==> config.mk <==
export PLATFORM = sky130hd
export DESIGN_NAME = seq_slice_adder
export DESIGN_NICKNAME = d
export VERILOG_FILES = /design/src/rtl/seq_slice_adder_pkg.sv /design/src/rtl/slice_adder.sv /design/src/rtl/seq_slice_adder.sv
export SDC_FILE = /design/constraint.sdc
export NUM_CORES = 1
export LEC_CHECK = 0
export ABC_CLOCK_PERIOD_IN_PS = 3700
export CAP_MARGIN = 20
export CELL_PAD_IN_SITES_DETAIL_PLACEMENT = 1
export CELL_PAD_IN_SITES_GLOBAL_PLACEMENT = 1
export CORE_ASPECT_RATIO = 1.25
export CORE_MARGIN = 2
export CORE_UTILIZATION = 35
export DETAILED_ROUTE_END_ITERATION = 7
export PLACE_DENSITY_LB_ADDON = 0.3
export SKIP_CTS_REPAIR_TIMING = 1
export SLEW_MARGIN = 20
export SYNTH_ARGS = -nofsm -noshare
export SYNTH_HDL_FRONTEND = slang
export SYNTH_SLANG_ARGS = --single-unit
export TNS_END_PERCENT = 20
==> constraint.sdc <==
create_clock -name clk -period 3.7 [get_ports clk]
set_input_delay 0.74 -clock clk [delete_from_list [all_inputs] [get_ports clk]]
set_output_delay 0.74 -clock clk [all_outputs]
set_load 0.005 [all_outputs]
==> src/rtl/seq_slice_adder_pkg.sv <==
// Shared definitions for the sequential slice adder.
//   state_t  : controller states (IDLE, RUN, DONE)
//   MODE_*   : encoding of the sub input
//   clog2    : counter width helper, never narrower than one bit
package seq_slice_adder_pkg;

  typedef enum logic [1:0] {
    IDLE = 2'd0,
    RUN  = 2'd1,
    DONE = 2'd2
  } state_t;

  localparam logic MODE_ADD = 1'b0;
  localparam logic MODE_SUB = 1'b1;

  // ceil(log2(value)) with a floor of 1 so a single-slice build still
  // gets a legal one-bit index register.
  function automatic int clog2(input int value);
    int bits;
    bits = 1;
    while ((1 << bits) < value) bits++;
    return bits;
  endfunction

endpackage

==> src/rtl/slice_adder.sv <==
// Combinational SLICE-bit ripple-carry adder.
//   a_s, b_s : slice operands
//   c_in     : carry into bit 0
//   s        : slice sum
//   c_out    : carry out of the slice MSB
//   c_msb_in : carry into the slice MSB (feeds signed-overflow detection)
module slice_adder #(
  parameter int SLICE = 4
) (
  input  logic [SLICE-1:0] a_s,
  input  logic [SLICE-1:0] b_s,
  input  logic             c_in,
  output logic [SLICE-1:0] s,
  output logic             c_out,
  output logic             c_msb_in
);

  logic [SLICE:0] carry;

  assign carry[0] = c_in;

  for (genvar gi = 0; gi < SLICE; gi++) begin : g_bit
    assign s[gi]        = a_s[gi] ^ b_s[gi] ^ carry[gi];
    assign carry[gi+1]  = (a_s[gi] & b_s[gi]) | (carry[gi] & (a_s[gi] ^ b_s[gi]));
  end

  assign c_out    = carry[SLICE];
  assign c_msb_in = carry[SLICE-1];

endmodule

==> src/rtl/seq_slice_adder.sv <==
// Multi-cycle adder/subtractor: one SLICE-bit ripple slice per clock,
// inter-slice carry held in a register, valid/ready on both sides.
//   clk, rst_n            : clock (rising edge), async active-low reset
//   in_valid / in_ready   : operand handshake
//   a, b, cin, sub        : operands; cin used in ADD mode only
//   out_valid / out_ready : result handshake
//   sum, cout, ovf        : result, MSB carry-out, signed overflow
module seq_slice_adder #(
  parameter int WIDTH = 32,
  parameter int SLICE = 4
) (
  input  logic             clk,
  input  logic             rst_n,
  input  logic             in_valid,
  output logic             in_ready,
  input  logic [WIDTH-1:0] a,
  input  logic [WIDTH-1:0] b,
  input  logic             cin,
  input  logic             sub,
  output logic             out_valid,
  input  logic             out_ready,
  output logic [WIDTH-1:0] sum,
  output logic             cout,
  output logic             ovf
);
  import seq_slice_adder_pkg::*;

  localparam int NUM_SLICES = WIDTH / SLICE;
  localparam int IDX_W      = clog2(NUM_SLICES);

  state_t             state_reg, state_next;
  logic [WIDTH-1:0]   a_reg, a_next;
  logic [WIDTH-1:0]   b_reg, b_next;     // already inverted in SUB mode
  logic               carry_reg, carry_next;
  logic [IDX_W-1:0]   idx_reg, idx_next;
  logic [WIDTH-1:0]   sum_reg, sum_next;
  logic               cout_reg, cout_next;
  logic               ovf_reg, ovf_next;

  logic [SLICE-1:0]   a_slices [NUM_SLICES];
  logic [SLICE-1:0]   b_slices [NUM_SLICES];
  logic [SLICE-1:0]   a_s, b_s, s_s;
  logic               c_out_s, c_msb_s;
  logic               last_slice;

  for (genvar gi = 0; gi < NUM_SLICES; gi++) begin : g_view
    assign a_slices[gi] = a_reg[gi*SLICE +: SLICE];
    assign b_slices[gi] = b_reg[gi*SLICE +: SLICE];
  end

  // Slice selection by idx; a compare-per-slice mux keeps every build
  // (including non-power-of-two slice counts) free of out-of-range reads.
  always_comb begin
    a_s = '0;
    b_s = '0;
    for (int i = 0; i < NUM_SLICES; i++) begin
      if (idx_reg == IDX_W'(i)) begin
        a_s = a_slices[i];
        b_s = b_slices[i];
      end
    end
  end

  slice_adder #(.SLICE(SLICE)) u_slice (
    .a_s      (a_s),
    .b_s      (b_s),
    .c_in     (carry_reg),
    .s        (s_s),
    .c_out    (c_out_s),
    .c_msb_in (c_msb_s)
  );

  assign last_slice = (idx_reg == IDX_W'(NUM_SLICES - 1));

  assign in_ready  = (state_reg == IDLE) || ((state_reg == DONE) && out_ready);
  assign out_valid = (state_reg == DONE);
  assign sum       = sum_reg;
  assign cout      = cout_reg;
  assign ovf       = ovf_reg;

  always_ff @(posedge clk or negedge rst_n) begin
    if (!rst_n) begin
      state_reg <= IDLE;
      a_reg     <= '0;
      b_reg     <= '0;
      carry_reg <= 1'b0;
      idx_reg   <= '0;
      sum_reg   <= '0;
      cout_reg  <= 1'b0;
      ovf_reg   <= 1'b0;
    end else begin
      state_reg <= state_next;
      a_reg     <= a_next;
      b_reg     <= b_next;
      carry_reg <= carry_next;
      idx_reg   <= idx_next;
      sum_reg   <= sum_next;
      cout_reg  <= cout_next;
      ovf_reg   <= ovf_next;
    end
  end

  always_comb begin
    state_next = state_reg;
    a_next     = a_reg;
    b_next     = b_reg;
    carry_next = carry_reg;
    idx_next   = idx_reg;
    sum_next   = sum_reg;
    cout_next  = cout_reg;
    ovf_next   = ovf_reg;

    case (state_reg)
      IDLE: begin
        if (in_valid) begin
          a_next     = a;
          b_next     = (sub == MODE_SUB) ? ~b : b;
          carry_next = (sub == MODE_SUB) ? 1'b1 : cin;
          idx_next   = '0;
          state_next = RUN;
        end
      end

      RUN: begin
        for (int i = 0; i < NUM_SLICES; i++) begin
          if (idx_reg == IDX_W'(i)) sum_next[i*SLICE +: SLICE] = s_s;
        end
        carry_next = c_out_s;
        idx_next   = idx_reg + IDX_W'(1);
        if (last_slice) begin
          cout_next  = c_out_s;
          ovf_next   = c_msb_s ^ c_out_s;
          state_next = DONE;
        end
      end

      DONE: begin
        if (out_ready) begin
          if (in_valid) begin
            // Result handshake and new operand share this edge.
            a_next     = a;
            b_next     = (sub == MODE_SUB) ? ~b : b;
            carry_next = (sub == MODE_SUB) ? 1'b1 : cin;
            idx_next   = '0;
            state_next = RUN;
          end else begin
            state_next = IDLE;
          end
        end
      end

      default: state_next = IDLE;
    endcase
  end

endmodule
==> flow_metrics.py <==
metrics = {
    "layout": {
        "diodes": 0,
        "final_nets": 664,
        "final_common_cell": "dfrtp_1",
        "final_cell_area_um2": 6708,
        "syn2layout_area_growth_pct": 29.71,
        "final_cell_mix": "dfrtp_1, clkdlybuf4s50_1, mux2_2",
        "drive_above_1_share_pct": 17.32,
        "n_fill_cell": 1602,
    },
    "pwr": {
        "clockPowerShare_pct": 13.8,
        "p_switching_mw": 2.631,
        "swShare_pct": 40.44,
        "p_seq_share_pct": 31.9,
        "vdd.ir_drop.worst_mv": 0.5183,
        "p_per_area_nw_per_um2": 969.9,
        "pwr-share-comb_pct": 54.3,
        "internal_power_mw": 3.875,
        "power_leakage_nw": 2.728,
    },
    "routing": {
        "vias": 3876,
        "drc": 0,
        "drtPass1Iterations": 4,
        "ant_nets": 0,
        "vias_per_cell": 5.053,
        "drt_iter0_markers": 131,
        "routedWlPerCell_um": 17.06,
        "routed_wl_um": 13090,
    },
    "sta": {
        "max_freq_mhz": 285.1,
        "rsz0062_at_grt": "no",
        "fin_worst_skew_ns": 0.009263,
        "period_share_pct": 94.80,
        "slew_violations": 0,
        "final_hold_viol_count": 0,
        "maxSlewHeadroom_pct": 42.95,
        "setup-tns-final_ns": 0,
        "finalCriticalPeriod_ns": 3.508,
        "setup_viol": 0,
        "tightest_slew_ns": 0.8558,
    },
    "floorplanning": {
        "core-area_um2": 14410,
        "die_y_um": 139.9,
        "die_x_um": 112.7,
        "rows": 49,
        "initial_core_util_pct": 35.89,
        "ios": 106,
        "die_area_um2": 15770,
    },
    "clocking": {
        "htreeDepth": 3,
        "cts_sinks": 104,
        "clkSlewWorstSetupHoldPaths_ns": 0.07,
        "root_buffer": "clkbuf_16",
        "numCtsBuffers": 9,
        "clk_path_buf_depth": 2,
        "clock_latency_ns": 0.35,
        "cts_tree": "yes",
    },
    "setup_path": {
        "critical_path_arrival_ns": 3.74,
        "cp-start-kind": "register",
        "critPathCaptureType": "register",
        "worstSetupPathType": "register to register",
        "critical_path.max_fanout": 12,
        "cp.required_ns": 3.94,
    },
    "logic_synthesis": {
        "synthCells": 480,
        "synthArstFlopShare_pct": 100.0,
        "synth_warnings": 0,
        "ys_types": 44,
        "synth.net_count": 560,
        "postSynthAreaPerCell_um2": 10.77,
        "synth_edf_count": 0,
        "synth_area_um2": 5171,
        "synth-seq-cells": 104,
        "synth_top_area_cell": "dfrtp_1",
        "ys_seq_area_share_pct": 50.33,
        "yosys.area.top_type_share_pct": 50.33,
        "yosys-top-cells-area": "dfrtp_1, mux2_2, xnor2_1, a21oi_1, nand2_1",
        "synth_ff_type": "dfrtp_1",
    },
    "grt": {
        "grt_overflow_total": 0,
        "antenna_found_initial": 0,
        "grt_use_total_pct": 17.31,
        "grt_max_degree": 73,
        "grt_first_pass_wirelength_um": 21390,
        "grt_pass1_vias": 4316,
    },
    "outcome": {
        "status": "complete, no violations",
    },
    "placement": {
        "portBuffers": 105,
        "hpwl_um": 10020,
        "gp_congestion": 0.8127,
        "place_area_um2": 6411,
    },
    "job": {
        "max-cap-violations": 0,
    },
    "hold_path": {
        "worstHoldPathType": "primary input to asynchronous set/reset pin",
    },
}
layer usage:
metal	vias up	part of all wire [%]	global-route usage, %
met5	-	0	0
met4	0	1.8	5.777
met3	16	4.5	3.721
met2	93	54	31.99
met1	1911	40	19.61
li1	1856	-	-
power groups by stage:
stage               registers [mW]  logic [mW]  clock network [mW]
global route                  2.15        3.91               0.972
floorplan                     1.98        2.21                   0
global placement              2.09        3.38                   0
finish                        2.07        3.53               0.901
detailed placement            2.11        3.53                   0
CTS                           2.09        3.55               0.920
final timing paths:
check	start	to	slack, ns	cells after the start
min in group clk	sum[16]	sum[16]	0.49	2
worst max-delay path	idx_reg[0]	sum[3]	0.19	12
worst min register to register	sum[16]	sum[16]	0.49	2
worst max register to register	idx_reg[0]	sum[3]	0.19	12
worst min-delay path	rst_n	a_reg[19]	0.41	1
max in group asynchronous	rst_n	b_reg[12]	2.56	2
stage by stage:
stage / worst slack, ns / hold slack, ns / utilization, % / std cells / total power, mW
after floorplan: 0.02183 / 0.4444 / - / 480 / 4.190
after global placement: 0.1032 / 0.4637 / 44.50 / 751 / 5.464
after detailed placement: -0.05845 / 0.4864 / 44.50 / 751 / 5.639
after CTS: -0.08122 / 0.4319 / 46.44 / 767 / 6.562
after global routing: 0.02248 / 0.4554 / 46.56 / 767 / 7.035
final: 0.1923 / 0.4135 / 46.56 / 767 / 6.506
Yosys cell counts (all sizes together) (2+ instances only):
cell type and number:
clkbuf 6, o31ai 4, o22ai 3, nor2b 12, o32ai 5, a221oi 2
nand2b 5, a21o 2, xnor2 25, o211ai 6, inv 21, a21oi 40
ha 6, a221o 2, fa 4, nand2 47, xor2 8, nor2 37
or3 2, nor3b 7, nand3b 2, mux2 52, dfrtp 104, nand3 7
a32oi 4, buf 26, o21ai 27, a31oi 6
final cells by class:
cell class	count	area, µm²	share of cell area (%)
Clock buffer	9	225.2	3.358
Multi-Input combinational cell	323	2306	34.38
Tap cell	178	222.7	3.320
Timing Repair Buffer	125	1219	18.17
Sequential cell	104	2603	38.80
Inverter	21	78.83	1.175
Clock inverter	7	53.80	0.8021
kinds of logic (layout without fill, tap and decap cells):
group	count (synthesis)	in the layout	synth area share (%)
AND/OR/NAND/NOR	122	122	11.57
AO/OA/AOI/OAI	105	105	12.58
flip-flops	104	104	50.33
multiplexers	53	53	11.52
buffers and inverters	53	162	5.420
XOR/XNOR	33	33	5.589
adder cells (fa/ha/maj)	10	10	3.000
critical path: stages, from the launching register on:
cell and delay [ns]:
dfrtp_1 0.42, ha_1 0.27, ha_4 0.23, nor3b_1 0.22
o32ai_1 0.12, nand3_1 0.10, a32o_1 0.19, fa_1 0.17
inv_1 0.05, fa_1 0.38, fa_1 0.45, fa_2 0.51
mux2_2 0.29
Power figures use the tool's default switching activity.
